File: config.mk
export PLATFORM = sky130hd
export DESIGN_NAME = ext_bus_target
export DESIGN_NICKNAME = d
export VERILOG_FILES = /design/src/rtl/ext_bus_target.sv
export SDC_FILE = /design/constraint.sdc
export NUM_CORES = 1
export LEC_CHECK = 0
export BUFFER_PORTS_ARGS = -buffer_cell sky130_fd_sc_hd__buf_2
export CAP_MARGIN = 0
export CORE_ASPECT_RATIO = 0.7
export CORE_MARGIN = 2
export CORE_UTILIZATION = 39
export DETAILED_ROUTE_END_ITERATION = 16
export PLACE_DENSITY = 0.57
export SKIP_CTS_REPAIR_TIMING = 1
export SYNTH_ARGS = -nofsm -noshare
export SYNTH_HDL_FRONTEND = slang
export SYNTH_SLANG_ARGS = --single-unit
export TNS_END_PERCENT = 5
File: constraint.sdc
create_clock -name int_logic_drm_clock_buffered -period 26.9 [get_ports int_logic_drm_clock_buffered]
set_clock_uncertainty 0.1 [all_clocks]
set_input_delay 5.38 -clock int_logic_drm_clock_buffered [delete_from_list [all_inputs] [get_ports int_logic_drm_clock_buffered]]
set_output_delay 5.38 -clock int_logic_drm_clock_buffered [all_outputs]
set_load 0.02 [all_outputs]
File: src/rtl/ext_bus_target.sv
// Far-end responder for the external bus: synchronises asynchronous strobes,
// serves a small register bank on one chip select and reports committed writes.
module ext_bus_target #(
  parameter int          CE_INDEX  = 1,
  parameter int          ADDR_BITS = 4,
  parameter logic [31:0] ID_VALUE  = 32'h6769_7001
) (
  input  logic                 int_logic_drm_clock_buffered,
  input  logic                 system_reset,
  input  logic [3:0]           eb_ce_n,
  input  logic                 eb_oe_n,
  input  logic                 eb_we_n,
  input  logic [23:0]          eb_address,
  input  logic [31:0]          eb_data_in,
  output logic [31:0]          eb_data_out,
  output logic                 eb_data_oe,
  input  logic [ADDR_BITS-1:0] int_read_address,
  output logic [31:0]          int_read_data,
  output logic                 wr_pulse,
  output logic [ADDR_BITS-1:0] wr_address,
  output logic [31:0]          wr_data,
  output logic [7:0]           protocol_errors
);

  localparam int WORDS = 1 << ADDR_BITS;

  localparam logic [1:0] ST_IDLE  = 2'd0;
  localparam logic [1:0] ST_READ  = 2'd1;
  localparam logic [1:0] ST_WRITE = 2'd2;
  localparam logic [1:0] ST_ERROR = 2'd3;

  logic [1:0]           r_ce_sync, r_oe_sync, r_we_sync;
  logic [ADDR_BITS-1:0] r_addr_s1, r_addr_s2;
  logic [31:0]          r_data_s1, r_data_s2;

  logic [1:0]           r_state;
  logic [ADDR_BITS-1:0] r_pend_addr;
  logic [31:0]          r_pend_data;
  logic [31:0]          r_bank [WORDS];
  logic [31:0]          r_data_out;
  logic                 r_data_oe;
  logic                 r_wr_pulse;
  logic [ADDR_BITS-1:0] r_wr_address;
  logic [31:0]          r_wr_data;
  logic [7:0]           r_perr;

  logic                 w_s_ce, w_s_oe, w_s_we;
  logic [31:0]          w_bus_rdata;
  logic                 w_commit;
  logic                 w_err_event;
  logic                 w_unused_bits;

  // Byte-lane bits, upper address bits and the other chip selects are don't-care.
  assign w_unused_bits = ^{eb_address[23:ADDR_BITS+2], eb_address[1:0], eb_ce_n};

  assign w_s_ce = r_ce_sync[1];
  assign w_s_oe = r_oe_sync[1];
  assign w_s_we = r_we_sync[1];

  // Address/data take the same two-flop path as the strobes so they stay aligned.
  always_ff @(posedge int_logic_drm_clock_buffered or posedge system_reset) begin
    if (system_reset) begin
      r_ce_sync <= '0;
      r_oe_sync <= '0;
      r_we_sync <= '0;
      r_addr_s1 <= '0;
      r_addr_s2 <= '0;
      r_data_s1 <= '0;
      r_data_s2 <= '0;
    end else begin
      r_ce_sync <= {r_ce_sync[0], ~eb_ce_n[CE_INDEX]};
      r_oe_sync <= {r_oe_sync[0], ~eb_oe_n};
      r_we_sync <= {r_we_sync[0], ~eb_we_n};
      r_addr_s1 <= eb_address[ADDR_BITS+1:2];
      r_addr_s2 <= r_addr_s1;
      r_data_s1 <= eb_data_in;
      r_data_s2 <= r_data_s1;
    end
  end

  assign w_bus_rdata = (r_addr_s2 == '0) ? ID_VALUE : r_bank[r_addr_s2];

  assign w_commit = (r_state == ST_WRITE) && !w_s_oe && (!w_s_we || !w_s_ce);

  assign w_err_event = ((r_state == ST_IDLE)  && w_s_ce && w_s_oe && w_s_we) ||
                       ((r_state == ST_READ)  && w_s_we) ||
                       ((r_state == ST_WRITE) && w_s_oe);

  always_ff @(posedge int_logic_drm_clock_buffered or posedge system_reset) begin
    if (system_reset) begin
      r_state      <= ST_IDLE;
      r_pend_addr  <= '0;
      r_pend_data  <= '0;
      r_data_out   <= '0;
      r_data_oe    <= 1'b0;
      r_wr_pulse   <= 1'b0;
      r_wr_address <= '0;
      r_wr_data    <= '0;
    end else begin
      r_wr_pulse <= 1'b0;
      case (r_state)
        ST_IDLE: begin
          if (w_s_ce && w_s_oe && w_s_we) begin
            r_state <= ST_ERROR;
          end else if (w_s_ce && w_s_oe) begin
            r_state    <= ST_READ;
            r_data_oe  <= 1'b1;
            r_data_out <= w_bus_rdata;
          end else if (w_s_ce && w_s_we) begin
            r_state     <= ST_WRITE;
            r_pend_addr <= r_addr_s2;
            r_pend_data <= r_data_s2;
          end
        end
        ST_READ: begin
          if (w_s_we) begin
            r_state   <= ST_ERROR;
            r_data_oe <= 1'b0;
          end else if (!w_s_ce || !w_s_oe) begin
            r_state   <= ST_IDLE;
            r_data_oe <= 1'b0;
          end else begin
            r_data_out <= w_bus_rdata;
          end
        end
        ST_WRITE: begin
          if (w_s_oe) begin
            r_state <= ST_ERROR;
          end else if (w_commit) begin
            r_state      <= ST_IDLE;
            r_wr_pulse   <= 1'b1;
            r_wr_address <= r_pend_addr;
            r_wr_data    <= r_pend_data;
          end else begin
            r_pend_addr <= r_addr_s2;
            r_pend_data <= r_data_s2;
          end
        end
        ST_ERROR: begin
          r_data_oe <= 1'b0;
          if (!w_s_oe && !w_s_we) r_state <= ST_IDLE;
        end
        default: begin
          r_state   <= ST_IDLE;
          r_data_oe <= 1'b0;
        end
      endcase
    end
  end

  // Word 0 is the read-only ID, so its storage is never written.
  always_ff @(posedge int_logic_drm_clock_buffered or posedge system_reset) begin
    if (system_reset) begin
      for (int i = 0; i < WORDS; i++) r_bank[i] <= '0;
    end else if (w_commit && (r_pend_addr != '0)) begin
      r_bank[r_pend_addr] <= r_pend_data;
    end
  end

  always_ff @(posedge int_logic_drm_clock_buffered or posedge system_reset) begin
    if (system_reset) begin
      r_perr <= '0;
    end else if (w_err_event && (r_perr != 8'hFF)) begin
      r_perr <= r_perr + 8'd1;
    end
  end

  assign eb_data_out     = r_data_out;
  assign eb_data_oe      = r_data_oe;
  assign int_read_data   = r_bank[int_read_address];
  assign wr_pulse        = r_wr_pulse;
  assign wr_address      = r_wr_address;
  assign wr_data         = r_wr_data;
  assign protocol_errors = r_perr;

endmodule

==> metrics.md <==
| Metric | Value |
|---|---|
| Fmax | `71.4 MHz` |
| Final setup margin | `about 13000 ps` |
| Critical-path cell list | `buf_4 -> buf_4 -> mux4_2 -> mux4_2 -> buf_2` |
| Max incr delay on CP | `~1000 ps` |
| CP Launch Point | `int_read_address[1]` |
| WS Path Type | `in2out` |
| Starting Density | `a little under 40%` |
| Worst vdd ir | `between 0.00004 and 0.00005 V` |
| Standard-cell rows | `89` |
| Placed cells | `3219` |
| Synth Area in Adders | `less than 1%` |
| Final Cell Area | `roughly 37000 µm²` |
| Dominant synthesized flop cell | `dfrtp_1` |
| PwrDens | `just under 90 nW/µm²` |
| FFs w/ async S/R, synth | `100%` |
| Max-Cap Viols | `0` |
| Final wirelength | `87900 µm` |
| Highest-count cells in the layout ignoring fill and taps | `dfrtp_1, mux2_2, mux4_2` |
| Reg2Reg Depth | `7` |
| Reg2reg end | `eb_data_out[24]$_DFFE_PP0P_` |
| Hold slack | `between 200 and 250 ps` |
| Layout cells sized above 1 | `51.1%` |
| Critical path capture point type | `output pin` |
| Post-synth EDFFs | `0` |
| Grt total ovfl | `0` |
| Post-synthesis simple-gate area fraction | `under 10%` |
| Drt pass-1 iters | `5` |
| Setup TNS | `0 ps` |
| Placed cell areas | `approximately 35000 µm²` |
| HPWL Detailed | `approximately 47000 µm` |
| Hold_sp | `r_data_s1[17]$_DFF_PP0_` |
| Worst Setup Start Kind | `primary input` |
| Vias post-DR | `between 15k and 20k` |
| Number of fill cells | `around 7.4k` |
| Worst R2R Setup Slack | `around 23000 ps` |
| Number of global-route vias before repair | `slightly above 20k` |
| Port-buffer cells | `between 150 and 200` |
| RSZ-0062 raised after global routing | `no` |
| Critical-path maximum fanout | `between 60 and 70` |
| Multi-input logic area | `~14000 µm²` |
| Proportion of synthesized area in mux cells | `roughly two fifths` |
| Core area | `around 84000 µm²` |
| Synth Area in XOR/XNOR | `less than 1%` |
| Outcome | `finished, final reports clean` |
| Clk sinks | `between 700 and 800` |
| Final Cycle Share | `52.1%` |
| Reg area | `around 18000 µm²` |
| Util after Layout | `44.2%` |
| Initial antenna violation count | `2` |
| GRT Total Usage | `approximately 21%` |
| First-pass GRT wire length | `approximately 130000 µm` |
| Post-Syn Nets | `around 2.2k` |
| Slowest stage cell on the critical path | `buf_4` |
| Worst skew pair latency | `approximately 630 ps` |
| CTS root buf | `clkbuf_16` |
| Ys Warns | `0` |
| Die Wd | `approximately 350 µm` |
| CTS buffer count | `77` |
| Slew of the pin with the lowest slew margin | `about 1200 ps` |
| Syn avg cell area | `between 15 and 20 µm²` |
| Hold WC Path Type | `reg2reg` |
| Final ANT Viol Nets | `0` |
| Drt drc | `0` |
| P&R area growth vs syn | `12.9%` |
| Largest net degree at the start of global routing | `roughly 140` |
| Full die area | `roughly 87000 µm²` |
| Iter 0 DRT Violations | `between 1k and 1.5k` |
| Nets | `about 2.2k` |
| Die height | `247 µm` |
| Gpl congestion | `approximately 0.76` |
| Via density | `between 5 and 6` |
| Count of cell types in the netlist | `43` |
| Max Root-Sink Buffers | `3` |
| Hold worst-path end | `r_data_s2[17]$_DFF_PP0_` |
| Worst r2r src | `r_addr_s2[1]$_DFF_PP0_` |
| Routed len/inst | `between 20 and 30 µm` |
| TritonCTS clock tree | `yes` |
| H-tree lvl count | `3` |
| Reg clk slew, reported paths | `60 ps` |
| Sequential share of the synthesized area | `53.8%` |
| Flops & latches, synth | `a little over 700` |
| Hold path depth | `0` |
| Syn Std Cell Area | `32800 µm²` |
| Overall power | `3.26 mW` |
| Post-Syn Instances | `2108` |
| Leakage | `17.4 nW` |
| Hold Fails Final Rpt | `0` |
| Slew headroom | `19.1%` |
| Final min period | `14010 ps` |
| Commonest non-fill, non-tap cell in the layout | `dfrtp_1` |
| Crit path DAT | `between 8000 and 9000 ps` |
| Compound-gate portion of the synthesized area | `roughly 2%` |
| # setup viols final | `0` |
| Pre-CTS WS | `12920 ps` |
| Max Transition Viols Final | `0` |
| Main combinational cell family by area after synthesis | `multiplexers` |
| Top Ports | `between 150 and 200` |
| CP Data Required Time | `roughly 21000 ps` |
| Final std cells w/o fill | `3358` |
==> report_power, final <==
group / switching [mW] / total, mW / internal [mW]
sequential: 0.233 / 1.53 / 1.30
combinational: 0.266 / 0.653 / 0.387
clock: 0.438 / 1.07 / 0.633
total: 0.938 / 3.26 / 2.32
==> cell families after synthesis <==
logic type      Yosys count
mux                     838
flops                   706
simple gates            245
buf+inv                 216
compound gates           98
xor+xnor                  4
fa+ha+maj                 1
==> state kept, by name, summed over array words and instances (netlist names) <==
signal and count:
eb_data_oe 1, eb_data_out 32, protocol_errors 8, r_addr_s1 4, r_addr_s2 4, r_bank 512
r_ce_sync 2, r_data_s1 32, r_data_s2 32, r_oe_sync 2, r_pend_addr 4, r_pend_data 32
r_state 2, r_we_sync 2, wr_address 4, wr_data 32, wr_pulse 1
==> cell usage after synthesis (all sizes together) (2+ instances only) <==
cell     instances  share of area [%]
dfrtp          706                 54
mux2           550                 19
mux4           265                 18
nand2          174                2.0
clkbuf         115                1.3
buf             96                1.4
nor2            24               0.27
o21ai           24               0.37
mux2i           23               0.70
a22oi           17               0.39
nor2b           17               0.32
o211ai          15               0.34
a211oi          13               0.30
o22ai           13               0.25
nor3             8               0.15
nand3            7               0.11
a21oi            6              0.091
inv              5              0.057
a2111oi          4               0.11
a221oi           3              0.080
nand4            3              0.057
a31oi            2              0.038
nand4b           2              0.053
or2              2              0.038
xnor2            2              0.053
xor2             2              0.053
==> final cells by class <==
cell class / instances / area share (%)
Sequential cell: 706 / 47.7
Multi-Input combinational cell: 1186 / 38.8
Clock buffer: 114 / 6.23
Tap cell: 1137 / 3.83
Timing Repair Buffer: 185 / 2.74
Clock inverter: 24 / 0.668
Inverter: 5 / 0.0708
Antenna cell: 1 / 0.00675
==> how the worst max path moves through the flow <==
| stage | slack (ps) | cells past startpoint | to |
|---|---|---|---|
| 6_report | 12890 | 5 | int_read_data[18] |
| 5_1_grt | 12830 | 5 | int_read_data[18] |
| 4_1_cts | 12930 | 5 | int_read_data[31] |
| 3_5_place_dp | 12920 | 5 | int_read_data[31] |
| 3_3_place_gp | 12950 | 5 | int_read_data[31] |
| 2_1_floorplan | 1620 | 1 | eb_data_oe$_DFFE_PP0P_ |
==> routing by layer <==
layer | track usage [%] | part of all wire [%] | vias to the layer above
met4 | 5.20 | 2.2 | 0
met5 | 0 | 0 | -
met2 | 31.7 | 46 | 500
li1 | - | - | 7991
met1 | 30.4 | 47 | 10400
met3 | 4.25 | 5.2 | 137
==> worst max-delay path, delay by kind of cell <==
kind,cells,cell delay (ps)
buffers and inverters,3,2070
muxes,2,1020
(Power assumes the default switching activity.)
